--- src/rtl/photon_gate_counter.sv ---
// Multi-channel gated photon pulse counter: per-window binary/BCD snapshots with a
// valid/ready handshake, plus free-running per-channel BCD accumulators.
module photon_gate_counter #(
    parameter int unsigned NUM_CH      = 2,
    parameter int unsigned NUM_DIGITS  = 8,
    parameter int unsigned CNT_W       = 32,
    parameter int unsigned GATE_CYCLES = 80000
) (
    input  logic                         clk,
    input  logic                         rst_n,
    input  logic                         en,
    input  logic [NUM_CH-1:0]            pulse,
    input  logic                         acc_clr,
    input  logic                         win_ready,
    output logic                         win_valid,
    output logic [NUM_CH*CNT_W-1:0]      win_bin,
    output logic [NUM_CH*NUM_DIGITS*4-1:0] win_bcd,
    output logic [NUM_CH-1:0]            win_sat,
    output logic                         win_overrun,
    output logic [NUM_CH*NUM_DIGITS*4-1:0] acc_bcd,
    output logic [NUM_CH-1:0]            acc_wrap
);

    localparam int unsigned BW = NUM_DIGITS * 4;
    localparam int unsigned GW = (GATE_CYCLES > 1) ? $clog2(GATE_CYCLES) : 1;
    localparam logic [GW-1:0] TERM = GW'(GATE_CYCLES - 1);
    localparam logic [BW-1:0] BCD_MAX = {NUM_DIGITS{4'h9}};

    function automatic logic [CNT_W-1:0] max_bin();
        logic [CNT_W-1:0] m;
        m = CNT_W'(1);
        for (int unsigned d = 0; d < NUM_DIGITS; d++) m = m * CNT_W'(10);
        return m - CNT_W'(1);
    endfunction

    localparam logic [CNT_W-1:0] MAX_BIN = max_bin();

    // Full ripple through every digit in one cycle; all-nines wraps to zero.
    function automatic logic [BW-1:0] bcd_inc(input logic [BW-1:0] v);
        logic [BW-1:0] r;
        logic          carry;
        r     = v;
        carry = 1'b1;
        for (int unsigned d = 0; d < NUM_DIGITS; d++) begin
            if (carry) begin
                if (r[d*4 +: 4] == 4'd9) begin
                    r[d*4 +: 4] = 4'd0;
                end else begin
                    r[d*4 +: 4] = r[d*4 +: 4] + 4'd1;
                    carry       = 1'b0;
                end
            end
        end
        return r;
    endfunction

    logic [GW-1:0]    gate;
    logic [CNT_W-1:0] live_bin [NUM_CH];
    logic [BW-1:0]    live_bcd [NUM_CH];
    logic [NUM_CH-1:0] live_sat;

    logic [CNT_W-1:0] nxt_bin [NUM_CH];
    logic [BW-1:0]    nxt_bcd [NUM_CH];
    logic [NUM_CH-1:0] nxt_sat;
    logic             snap;
    logic             xfer;

    assign snap = en && (gate == TERM);
    assign xfer = win_valid && win_ready;

    // Live count including this cycle's pulse; feeds both the counters and the snapshot.
    always_comb begin
        for (int unsigned i = 0; i < NUM_CH; i++) begin
            nxt_bin[i] = live_bin[i];
            nxt_bcd[i] = live_bcd[i];
            nxt_sat[i] = live_sat[i];
            if (pulse[i]) begin
                if (live_bin[i] == MAX_BIN) begin
                    nxt_sat[i] = 1'b1;
                end else begin
                    nxt_bin[i] = live_bin[i] + CNT_W'(1);
                    nxt_bcd[i] = bcd_inc(live_bcd[i]);
                end
            end
        end
    end

    always_ff @(posedge clk or negedge rst_n) begin
        if (!rst_n) begin
            gate     <= '0;
            live_sat <= '0;
            for (int unsigned i = 0; i < NUM_CH; i++) begin
                live_bin[i] <= '0;
                live_bcd[i] <= '0;
            end
        end else if (!en || snap) begin
            gate     <= '0;
            live_sat <= '0;
            for (int unsigned i = 0; i < NUM_CH; i++) begin
                live_bin[i] <= '0;
                live_bcd[i] <= '0;
            end
        end else begin
            gate     <= gate + GW'(1);
            live_sat <= nxt_sat;
            for (int unsigned i = 0; i < NUM_CH; i++) begin
                live_bin[i] <= nxt_bin[i];
                live_bcd[i] <= nxt_bcd[i];
            end
        end
    end

    always_ff @(posedge clk or negedge rst_n) begin
        if (!rst_n) begin
            win_valid   <= 1'b0;
            win_bin     <= '0;
            win_bcd     <= '0;
            win_sat     <= '0;
            win_overrun <= 1'b0;
        end else begin
            win_overrun <= snap && win_valid && !win_ready;
            if (snap) begin
                win_valid <= 1'b1;
                win_sat   <= nxt_sat;
                for (int unsigned i = 0; i < NUM_CH; i++) begin
                    win_bin[i*CNT_W +: CNT_W] <= nxt_bin[i];
                    win_bcd[i*BW +: BW]       <= nxt_bcd[i];
                end
            end else if (xfer) begin
                win_valid <= 1'b0;
            end
        end
    end

    always_ff @(posedge clk or negedge rst_n) begin
        if (!rst_n) begin
            acc_bcd  <= '0;
            acc_wrap <= '0;
        end else if (acc_clr) begin
            acc_bcd  <= '0;
            acc_wrap <= '0;
        end else if (en) begin
            for (int unsigned i = 0; i < NUM_CH; i++) begin
                if (pulse[i]) begin
                    acc_bcd[i*BW +: BW] <= bcd_inc(acc_bcd[i*BW +: BW]);
                    if (acc_bcd[i*BW +: BW] == BCD_MAX) acc_wrap[i] <= 1'b1;
                end
            end
        end
    end

endmodule

--- config.mk ---
export PLATFORM = sky130hd
export DESIGN_NAME = photon_gate_counter
export DESIGN_NICKNAME = d
export VERILOG_FILES = /design/src/rtl/photon_gate_counter.sv
export SDC_FILE = /design/constraint.sdc
export NUM_CORES = 1
export LEC_CHECK = 0
export ABC_AREA = 1
export CORE_AREA = 2 2 176 178
export CTS_BUF_LIST = sky130_fd_sc_hd__clkbuf_8
export DETAILED_ROUTE_END_ITERATION = 16
export DIE_AREA = 0 0 178 180
export GPL_ROUTABILITY_DRIVEN = 0
export GPL_TIMING_DRIVEN = 0
export MAX_ROUTING_LAYER = met4
export PLACE_DENSITY = 0.91
export SLEW_MARGIN = 20
export SYNTH_ARGS = -nofsm -noshare
export SYNTH_HDL_FRONTEND = slang
export SYNTH_SLANG_ARGS = --single-unit
--- constraint.sdc ---
create_clock -name clk -period 2.69 [get_ports clk]
set_input_delay 0.269 -clock clk [delete_from_list [all_inputs] [get_ports clk]]
set_output_delay 0.269 -clock clk [all_outputs]
set_load 0.05 [all_outputs]
**After elaboration in Yosys (flattened, before gate mapping)**

Cells that the tools add are included.

- Bits in registers: 345
- Input port bits: 7
- Output and inout port bits: 198
- Word-level logic and storage cells: 356

- Add/sub/neg operators: 35
- Eq/ne operators: 37
- Multiplexer cells: 210
- Reductions and logical operators: 45

Operators with widths:

| kind | number |
|---|---|
| $mux W32 | 10 |
| $mux W64 | 4 |
| $mux W4 | 60 |
| $mux W1 | 132 |
| $add A4 B1 Y4 const B | 32 |
| $eq A4 B4 Y1 const B | 32 |
| $add A32 B1 Y32 const B | 2 |
| $eq A32 B27 Y1 const B | 2 |
| $eq A32 B32 Y1 const B | 2 |
| $reduce_and A3 Y1 | 16 |
| $reduce_bool A2 Y1 | 20 |
| $add A17 B1 Y17 const B | 1 |
| $eq A17 B17 Y1 const B | 1 |
| $mux W17 | 1 |
| $mux W2 | 3 |
| $logic_and A1 B1 Y1 | 4 |
| $reduce_and A2 Y1 | 2 |
| $logic_not A1 Y1 | 2 |
| $logic_or A1 B1 Y1 | 1 |

**Depth between registers and ports, before layout**

Gate-level depths: netlist of the first run.

- Depth in word-level cells: 33
- Gate-level depth with buffers: 14
- Depth with buffers taken out: 14

**Worst setup path after synthesis of the first run**

No wires, ideal clock.

- Kind: reg2reg
- From: register acc_bcd[32]
- To: register acc_wrap[1]
- Library setup time: 136 ps
- Arrival: 1959 ps
- Data required time: 2554 ps
- Path slack: 595 ps
- Cell stages (with the launch flop): 11
- Buffers on the path: 0
- Clock period less this slack: 2095 ps
- Cells stage by stage: dfrtp_1 -> ha_1 -> nand3_1 -> nor2_1 -> nand3_1 -> nor2_1 -> nor2_1 -> nor2_2 -> o21ai_0 -> nand2_1 -> o21ai_0

- Word-level cells in the longest chain between the ends: 3

RTL lines:

| item | line | RTL |
|---|---|---|
| from (decl) | 20 | `output logic [NUM_CH*NUM_DIGITS*4-1:0] acc_bcd,` |
| from (signal, indexed assignment) | 145 | `acc_bcd[i*BW +: BW] <= bcd_inc(acc_bcd[i*BW +: BW]);` |
| $eq A32 B32 Y1 | 146 | `if (acc_bcd[i*BW +: BW] == BCD_MAX) acc_wrap[i] <= 1'b1;` |
| $reduce_bool A2 Y1 (no line) | n/a |  |
| $reduce_and A3 Y1 (no line) | n/a |  |
| to (signal assigned) | 138 | `acc_wrap <= '0;` |
| to (signal assigned) | 141 | `acc_wrap <= '0;` |
| to (signal, indexed assignment) | 146 |  |
| to (decl) | 21 | `output logic [NUM_CH-1:0] acc_wrap` |

Every way passes these cells.
A chain may end at the register's enable or synchronous reset.

**Final worst setup path of the first run**

- From: register live_bin[32] in the netlist's numbering
- To: register win_bcd[22]

- Word-level cells in the longest chain between the ends: 3

RTL lines:

| item | line | RTL |
|---|---|---|
| from (decl) | 58 | `logic [CNT_W-1:0] live_bin [NUM_CH];` |
| from (signal, indexed assignment) | 107 | `live_bin[i] <= nxt_bin[i];` |
| $eq A32 B27 Y1 | 78 | `if (live_bin[i] == MAX_BIN) begin` |
| $mux W32 | 78 |  |
| $mux W32 | 77 | `if (pulse[i]) begin` |
| to (signal, indexed assignment) | 127 | `win_bcd[i*BW +: BW] <= nxt_bcd[i];` |
| to (decl) | 17 | `output logic [NUM_CH*NUM_DIGITS*4-1:0] win_bcd,` |

Every way passes these cells.

==> results by stage, run 1 <==
STA:
- The final setup TNS is 0 ns.
- The maximum clock skew at final layout is around 0.032 ns.
- The final setup violation count is 0.
- Setup repair after global routing left no endpoint under its margin.
- The final-report hold violation count came to 0.
- Subtracting the final worst setup slack from the clock period gives about 2.4 ns.
- Dividing the final minimum period by the clock period gives 0.893.
- The count of final max-slew check failures is 0.
- The slew of the pin with the lowest slew margin is around 0.8 ns.
- The timing-limited maximum frequency is 0.416 GHz.
- Setup slack on the critical path of the routed design comes to ~0.29 ns.
- The headroom to the max-slew limit is 0.476.

Clock tree:
- The post-CTS setup-driven buffer insertion count is 0.
- Buffers inserted to repair hold after CTS numbered 1.
- The post-cts gate resize count is 0.
- The worst-skew pair later-pin latency is between 0.6 and 0.7 ns.
- Counting along the longest clock path gives a buffer depth of 3.
- After clock tree synthesis, the clock-pin slew on the worst setup and hold paths is around 0.070 ns.
- The number of buffers created by CTS is 54.
- Counting every sink on the clock net gives 345.
- The root buffer selected by CTS is clkbuf_8.
- The clock tree synthesis step divided the H-tree into 2 levels.
- The CTS tree is yes.

Flow run:
- The tool flagged a number of max-cap violations equal to 0.

Setup path:
- STA classifies the critical path startpoint as a register.
- Along the worst path, the maximum fanout reaches 10.
- The worst setup path is captured at a register.
- In this design, the critical path's most frequently occurring cell is nand3_1.
- The worst-case register-to-register setup slack is roughly 0.29 ns.
- In this design, the stage delay of the slowest critical-path cell is 0.42 ns.
- For the worst setup path, the data arrival time is between 2 and 3 ns.
- The critical-path cell with the highest stage delay is dfrtp_1.
- The signal on the critical path passes through ha_1, nand3_1, inv_2, nand2_2, inv_2, nand2_1, nor2_1, nor2_1, buf_4, nand3_1, o21ai_1, nand3_1, nand2_1.
- The critical setup path kind is reg -> reg.
- The required time reported for the critical path endpoint is 3.22 ns.

Placement:
- The count of input and output buffers is approximately 200.
- Prior to clock tree synthesis, the placed netlist has a worst setup slack of approximately 0.085 ns.
- The HPWL after detailed placement is 36,500 microns.

Synth:
- The area of the mapped netlist is around 0.018 sq mm.
- The number of warnings issued by yosys is 0.
- The async set-reset flop share out of synthesis is 1.00.
- The post-synthesis cell count is 2,300.
- Of the synthesized area, sequential elements account for 0.482.
- Yosys attributes the largest share of cell area to dfrtp_1, nand2_1, nor2_1.
- Of the total synthesized cell area, the portion taken by AND, OR, NAND and NOR gates is 0.304.
- Summed over all instances, the cell type with the most area after synthesis is dfrtp_1.
- The average cell area after synthesis is 7.79 sq um.
- The post-synthesis share of cell area spent on full adders, half adders and majority gates is 0.0244.
- Of the total synthesized cell area, the portion taken by XOR and XNOR cells is 0.0405.
- The number of nets produced by synthesis is between 2,000 and 2,500.
- After synthesis, the largest family of logic cells by area is simple AND/OR/NAND/NOR gates.
- The fraction of synthesized area in multiplexers is 0.00279.
- The compound-cell area share of the yosys netlist was 0.0801.
- The most frequently used flop master after synthesis is dfrtp_1.
- In this run, synthesis inferred 0 flip-flops with an integrated enable.
- The number of flip-flops and latches in the synthesized netlist is roughly 350.
- Synthesis instantiated 47 different standard cells from the library.
- The share of synthesized area in the top cell type comes to 0.482.

Layout:
- 0 antenna diodes ended up in the layout.
- Compared with the post-synthesis result, the final layout area differs by 21.3%.
- The share of post-route cells with drive strength above 1 is 0.0749.
- After the last flow step, the layout net total stands at around 2,600.
- For this run, the share of the core covered by cells in the final layout is 0.720.

Worst hold path:
- In this run the worst hold path is classified as in -> reg.

Floorplan:
- In this run the standard cell core region covers around 0.03 sq mm.
- The top-level port count is slightly above 200.
- For this configuration, the core starts out at a cell density of 0.594.
- After floorplanning, the core was divided into 64 placement rows.
- The die is roughly 180 microns tall.
- The area enclosed by the die boundary is around 0.032 sq mm.
- The chip width is approximately 180 microns.

Power:
- The power per standard cell area is about 530 mW/mm^2.
- The design draws 0.0116 W.
- For this design the static power due to leakage is roughly 10 nW.
- Across the VDD grid, the largest voltage drop is approximately 0.00044 V.

Route:
- The total via count in the routed design is about 17,000.
- The violation count after the first detailed-routing iteration is roughly 1,800.
- Once detail routing completed, the nets flagged for antenna violations numbered 0.
- Using the TritonRoute via totals, the vias-per-cell ratio works out to ~5.7.
- The final layout contains routed wiring with a total length of approximately 50,000 microns.
- After detailed routing, the number of remaining DRC violations is 0.
- The first-pass detailed-route iteration total is 8.
- In the final routed layout, each cell accounts on average for between 15 and 20 microns.

Global route:
- The via count of the first global-routing pass is ~17,000.
- Entering global routing, the biggest net connects 102 pins.
- The number of antenna violations at the first check in global routing came to 0.
- The global-route wire length before repair is 81,500 microns.
- Across every metal layer, demand over resource in global routing totals 0.326.
- The total congestion overflow after global routing is 0.

Run status:
- The flow ran to the end, and the final reports show no timing, DRC or antenna violations.
## flip-flops by register name (all words and copies together), names as in the netlist
| register | cells |
|---|---|
| acc_wrap | 2 |
| live_sat | 2 |
| acc_bcd | 64 |
| win_bin | 64 |
| live_bin | 64 |
| win_overrun | 1 |
| win_sat | 2 |
| win_valid | 1 |
| win_bcd | 64 |
| gate | 17 |
| live_bcd | 64 |
## Yosys cell counts (2+ instances only)
master,count
xnor2_1,15
mux2i_1,5
o21bai_1,3
nor2_2,13
buf_4,3
a31oi_1,3
nand3b_1,10
clkbuf_1,17
nand2_4,3
inv_1,214
a21oi_1,82
o21ai_1,48
or2_2,2
buf_2,35
dfrtp_1,345
nor3b_1,5
and2_1,24
o22ai_1,21
nor3_1,52
clkinv_1,2
nand2_1,725
o211ai_1,2
nor2_4,9
nor3_2,7
o21ai_2,2
xor2_1,66
and3_1,3
nor2_1,234
o21ai_0,96
buf_6,2
nand3_1,130
ha_1,35
o21a_1,11
buf_1,6
inv_2,13
nand4_1,34
nor4_1,4
nand2_2,10
## metrics by stage
step / std cells / hold slack (ns) / instance area, sq um
6_report: 2999 / 0.187 / 21700
5_1_grt: 2999 / 0.203 / 21700
4_1_cts: 2999 / 0.151 / 21700
3_5_place_dp: 2902 / 0.327 / 20500
3_3_place_gp: 2899 / 0.446 / 20400
2_1_floorplan: 2300 / -0.0266 / 17900
## logic make-up (layout without fill, tap and decap cells)
kind of cell / count (synthesis) / after routing
and+or+nand+nor: 1269 / 1269
DFF: 345 / 345
buffers and inverters: 294 / 597
AOI/OAI and AO/OA: 270 / 270
xor gates and xnor gates: 82 / 82
adders and majority gates: 35 / 35
muxes: 5 / 5
## per-layer routing
metal	part of all wire	wire length, microns	GRT usage	vias up
met3	0.099	4970	0.0814	209
met5	0	0	-	-
met1	0.38	18900	0.382	8156
li1	-	-	-	7875
met4	0.048	2430	0.156	0
met2	0.48	24000	0.523	808
## critical path: cells and delay by family (launching register included)
kind	cells	cell delay, ns
fa+ha+maj	1	0.23
flops	1	0.42
compound gates	1	0.20
simple gates	8	1.09
buf+inv	3	0.39
## placed cells by master, fill, tap and decap left out, types with 48 or more instances in the layout
master / n
o21ai_1: 48
inv_1: 225
nand2_1: 725
dfrtp_1: 345
xor2_1: 66
a21oi_1: 82
nor2_1: 234
clkbuf_8: 71
clkdlybuf4s50_1: 202
o21ai_0: 96
nor3_1: 52
nand3_1: 130
## report_power, final
group,switching [W],internal (W)
logic,0.000891,0.000365
clock network,0.00214,0.00274
registers,0.000144,0.00533
total,0.00318,0.00843
## cell type report
cell class | count | area [sq um]
Sequential cell | 345 | 8630
Fill cell | 2115 | 8450
Multi-Input combinational cell | 1661 | 8100
Timing Repair Buffer | 207 | 2130
Clock buffer | 71 | 977
Inverter | 230 | 866
Tap cell | 396 | 495
Buffer | 64 | 322
Clock inverter | 25 | 220
## final timing paths
kind                               from      endpoint  cells after the start
min reg2reg                     gate[0]       gate[0]                      1
min                             acc_clr    acc_bcd[0]                      4
max reg2reg                live_bin[32]   win_bcd[22]                     13
min in group asynchronous         rst_n   win_bin[36]                      2
max in group asynchronous         rst_n  live_bcd[63]                      3
max                        live_bin[32]   win_bcd[22]                     13
Note: power is estimated with default switching activity, not from simulation.
==> inputs of run 2 (changes only) <==
--- a/config.mk
+++ b/config.mk
@@ -6,14 +6,13 @@
 export NUM_CORES = 1
 export LEC_CHECK = 0
 export ABC_AREA = 1
-export CORE_AREA = 2 2 176 178
+export CORE_AREA = 2 2 190 239
 export CTS_BUF_LIST = sky130_fd_sc_hd__clkbuf_8
 export DETAILED_ROUTE_END_ITERATION = 16
-export DIE_AREA = 0 0 178 180
+export DIE_AREA = 0 0 192 241
 export GPL_ROUTABILITY_DRIVEN = 0
 export GPL_TIMING_DRIVEN = 0
-export MAX_ROUTING_LAYER = met4
-export PLACE_DENSITY = 0.91
+export PLACE_DENSITY = 0.68
 export SLEW_MARGIN = 20
 export SYNTH_ARGS = -nofsm -noshare
 export SYNTH_HDL_FRONTEND = slang
==> results by stage, run 2 (same netlist as run 1, synthesis figures left out) <==
Flow run:
- The number of max-cap violations is 0 (unchanged).

STA:
- Setup repair after global routing missed its margin: no (unchanged).
- The slack of the critical path is 0.285 ns (was 0.287 ns).
- The slew of the pin with the lowest slew margin is 0.744 ns (was 0.786 ns).
- The timing-limited maximum frequency came to 0.416 GHz (about the same).
- The final clock period utilization by the worst path is 0.894 (was 0.893).
- The final-report hold violation count is 0 (unchanged).
- The minimum clock period after layout came to 2.40 ns (about the same).
- The worst-case hold slack is 0.121 ns (was 0.187 ns).
- The headroom to the max-slew limit is 0.499 (was 0.476).
- The count of final max-slew check failures came to 0 (unchanged).
- The final setup violation count was 0 (unchanged).
- The maximum clock skew at final layout was 0.0347 ns (was 0.0323 ns).

Floorplan:
- The effective utilization at floorplan is 0.408 (was 0.594).
- The overall die height is 241 microns (was 180 microns).
- The core area is 0.0439 sq mm (was 0.0302 sq mm).
- The area enclosed by the die boundary is 0.0463 sq mm (was 0.0320 sq mm).
- The chip width is 192 microns (was 178 microns).
- The top-level port count is 205 (unchanged).
- The cell row count was 86 (was 64).

Layout:
- Leading cell types in the layout, fill and taps excluded: nand2_1, dfrtp_1, nor2_1 (unchanged).
- The layout overhead on the synthesized area is 23.4% (was 21.3%).
- The count of antenna diodes in the layout is 0 (unchanged).
- The area of all placed cells without fillers is 0.0221 sq mm (was 0.0217 sq mm).
- The number of fillers in the final layout is 4,243 (was 2,115).
- The layout net count was 2,609 (was 2,605).
- The most frequent standard cell in the layout excluding fill and tap cells is nand2_1 (unchanged).
- The share of post-route cells with drive strength above 1 was 0.0773 (was 0.0749).

Setup path:
- Worst-path cell chain: ha_1, nand3_1, inv_2, nand2_2, inv_2, nand2_1, nor2_1, nor2_1, buf_4, nand3_1, inv_1, nand3_1, nand3_1, nand2_1 (was ha_1, nand3_1, inv_2, nand2_2, inv_2, nand2_1, nor2_1, nor2_1, buf_4, nand3_1, o21ai_1, nand3_1, nand2_1).
- The startpoint of the lowest-slack register-to-register path is live_bin[32] (unchanged).
- The data arrival time of the critical path was 2.92 ns (was 2.93 ns).
- The launch point of the critical path is live_bin[32] (unchanged).
- The capturing element type of the critical path was a register (unchanged).
- The critical setup path kind is reg -> reg (unchanged).
- The end of the worst register-to-register path is win_bcd[22] (unchanged).
- The critical-path cell with the highest stage delay is dfrtp_1 (unchanged).
- The kind of start point of the critical path was a register (unchanged).
- The depth of the worst register-to-register path was 14 (was 13).
- The maximum fanout along the worst path is 10 (unchanged).
- The most frequent cell on the critical path is nand3_1 (unchanged).
- The worst-case register-to-register setup slack is 0.29 ns (about the same).
- The required time reported for the critical path endpoint is 3.21 ns (was 3.22 ns).
- The critical path buffer and inverter count is 4 (was 3).
- The logic depth of the worst setup path including buffers is 14 (was 13).
- The kind of cell adding the most delay to the critical path is simple AND/OR/NAND/NOR gates (unchanged).
- The biggest cell delay along the critical path is 0.42 ns (about the same).
- The capturing element of the worst setup path is win_bcd[22] (unchanged).

Clock tree:
- The clock sink count is 345 (unchanged).
- The root buffer selected by CTS is clkbuf_8 (unchanged).
- The maximum clock path buffer count came to 3 (unchanged).
- The CTS tree is yes (unchanged).
- The H-tree level count is 2 (unchanged).
- The post-CTS clock slew at the launch and capture registers of the worst setup and hold paths is 0.06 ns (was 0.07 ns).
- The post-CTS setup-driven buffer insertion count came to 0 (unchanged).
- The number of buffers created by CTS is 58 (was 54).
- The worst-skew pair later-pin latency was 0.66 ns (was 0.61 ns).

Route:
- The violation count after the first detailed-routing iteration is 917 (was 1,768).
- The total via count in the routed design is 16,300 (was 17,000).
- The number of DRC violations after detailed routing is 0 (unchanged).
- The via density per instance is 5.13 (was 5.68).
- The wire length per cell is 16.2 microns (was 16.8 microns).
- The remaining antenna violation count is 0 (unchanged).
- The post-detailed-routing wire length is 51,700 microns (was 50,300 microns).
- The first-pass detailed-route iteration total is 6 (was 8).

Global route:
- The total congestion overflow after global routing was 0 (unchanged).
- The via count of the first global-routing pass came to 16,600 (was 16,900).
- The global-route wire length before repair was 83,000 microns (was 81,500 microns).
- The global router's overall resource usage is 0.226 (was 0.326).
- The maximum number of pins on one net before global-route repair was 101 (was 102).
- The number of antenna violations at the first check in global routing is 2 (was 0).

Power:
- The power per standard cell area is 549 mW/mm^2 (was 534 mW/mm^2).
- The share of total power in combinational logic came to 0.103 (was 0.108).
- The fraction of power consumed by the clock network is 0.446 (was 0.421).
- The worst supply voltage drop on vdd came to 0.000530 V (was 0.000441 V).
- The sequential fraction of design power was 0.451 (was 0.471).
- The net switching fraction of the power is 0.270 (was 0.274).
- The total internal power was 0.00885 W (was 0.00843 W).
- The switching power summed over all nets is 0.00328 W (was 0.00318 W).
- The static leakage was 10.3 nW (was 10.2 nW).

Run status:
- Run status: complete, no violations (unchanged).

Placement:
- The post-placement cell area is 0.0208 sq mm (was 0.0205 sq mm).
- The pre-CTS worst setup slack is 0.0810 ns (was 0.0851 ns).
- The final HPWL from detailed placement is 38,500 microns (was 36,500 microns).
- The count of input and output buffers is 203 (unchanged).

Worst hold path:
- The class of the worst hold path is in -> reg (unchanged).
## run 2: cell count changes in the layout (fill, tap and decap cells not counted)
| cell | change |
|---|---|
| clkbuf_4 | +1 |
| inv_1 | +4 |
| clkbuf_2 | +1 |
| buf_2 | -1 |
| inv_6 | +1 |
| bufinv_16 | +4 |
| clkinv_2 | +1 |
| clkbuf_1 | -1 |
## run 2: timing repair
item                       4_1_cts  5_1_grt
hold endpoints to repair        58        0
hold buffers                     1        0
setup endpoints to repair        0        2
gates resized for setup          0        3
## run 2: worst min-delay path, stage by stage
cell	delay, ns
buf_2	0.22
nor2_1	0.11
nand2_1	0.05
o21ai_0	0.06
## run 2: how the worst min path moves through the flow
stage | startpoint | end | slack, ns | cells past startpoint
CTS | acc_clr | acc_bcd[3] | 0.07 | 4
detailed placement | rst_n | win_valid | 0.25 | 1
floorplan | rst_n | acc_bcd[0] | -0.03 | 0
global route | acc_clr | acc_bcd[0] | 0.12 | 4
finish | acc_clr | acc_bcd[3] | 0.12 | 4
global placement | gate[0] | gate[0] | 0.44 | 1
## run 2: power groups by stage
stage / clock [W] / combinational, W / sequential [W]
after detailed placement: 0 / 0.00126 / 0.00556
after CTS: 0.00554 / 0.00127 / 0.00547
final: 0.00541 / 0.00125 / 0.00547
after global routing: 0.00576 / 0.00137 / 0.00549
after global placement: 0 / 0.00122 / 0.00556
after floorplan: 0 / 0.000351 / 0.00592
## run 2: cell type report
class / count / area, sq um / share of cell area
well taps: 572 / 716 / 0.0324
repair buffers: 207 / 2130 / 0.0963
clock buffers: 71 / 977 / 0.0442
clock inverters: 35 / 369 / 0.0167
inverters: 230 / 866 / 0.0391
plain buffers: 64 / 325 / 0.0147
multi-input cells: 1661 / 8100 / 0.366
flip-flops and latches: 345 / 8630 / 0.390
## run 2: routing by layer
metal | part of all wire | vias up | GRT usage
li1 | - | 7873 | -
met1 | 0.39 | 7704 | 0.257
met2 | 0.48 | 598 | 0.384
met3 | 0.083 | 169 | 0.0643
met4 | 0.049 | 4 | 0.121
met5 | 0.00044 | - | 0
## run 2: stage by stage
stage / std cells / total power [W] / setup TNS, ns / utilization
after CTS: 3185 / 0.0123 / 0 / 0.504
after floorplan: 2300 / 0.00628 / 0 / -
final: 3185 / 0.0121 / 0 / 0.504
after detailed placement: 3078 / 0.00682 / 0 / 0.473
after global placement: 3075 / 0.00678 / -4702.71 / 0.471
after global routing: 3185 / 0.0126 / 0 / 0.504
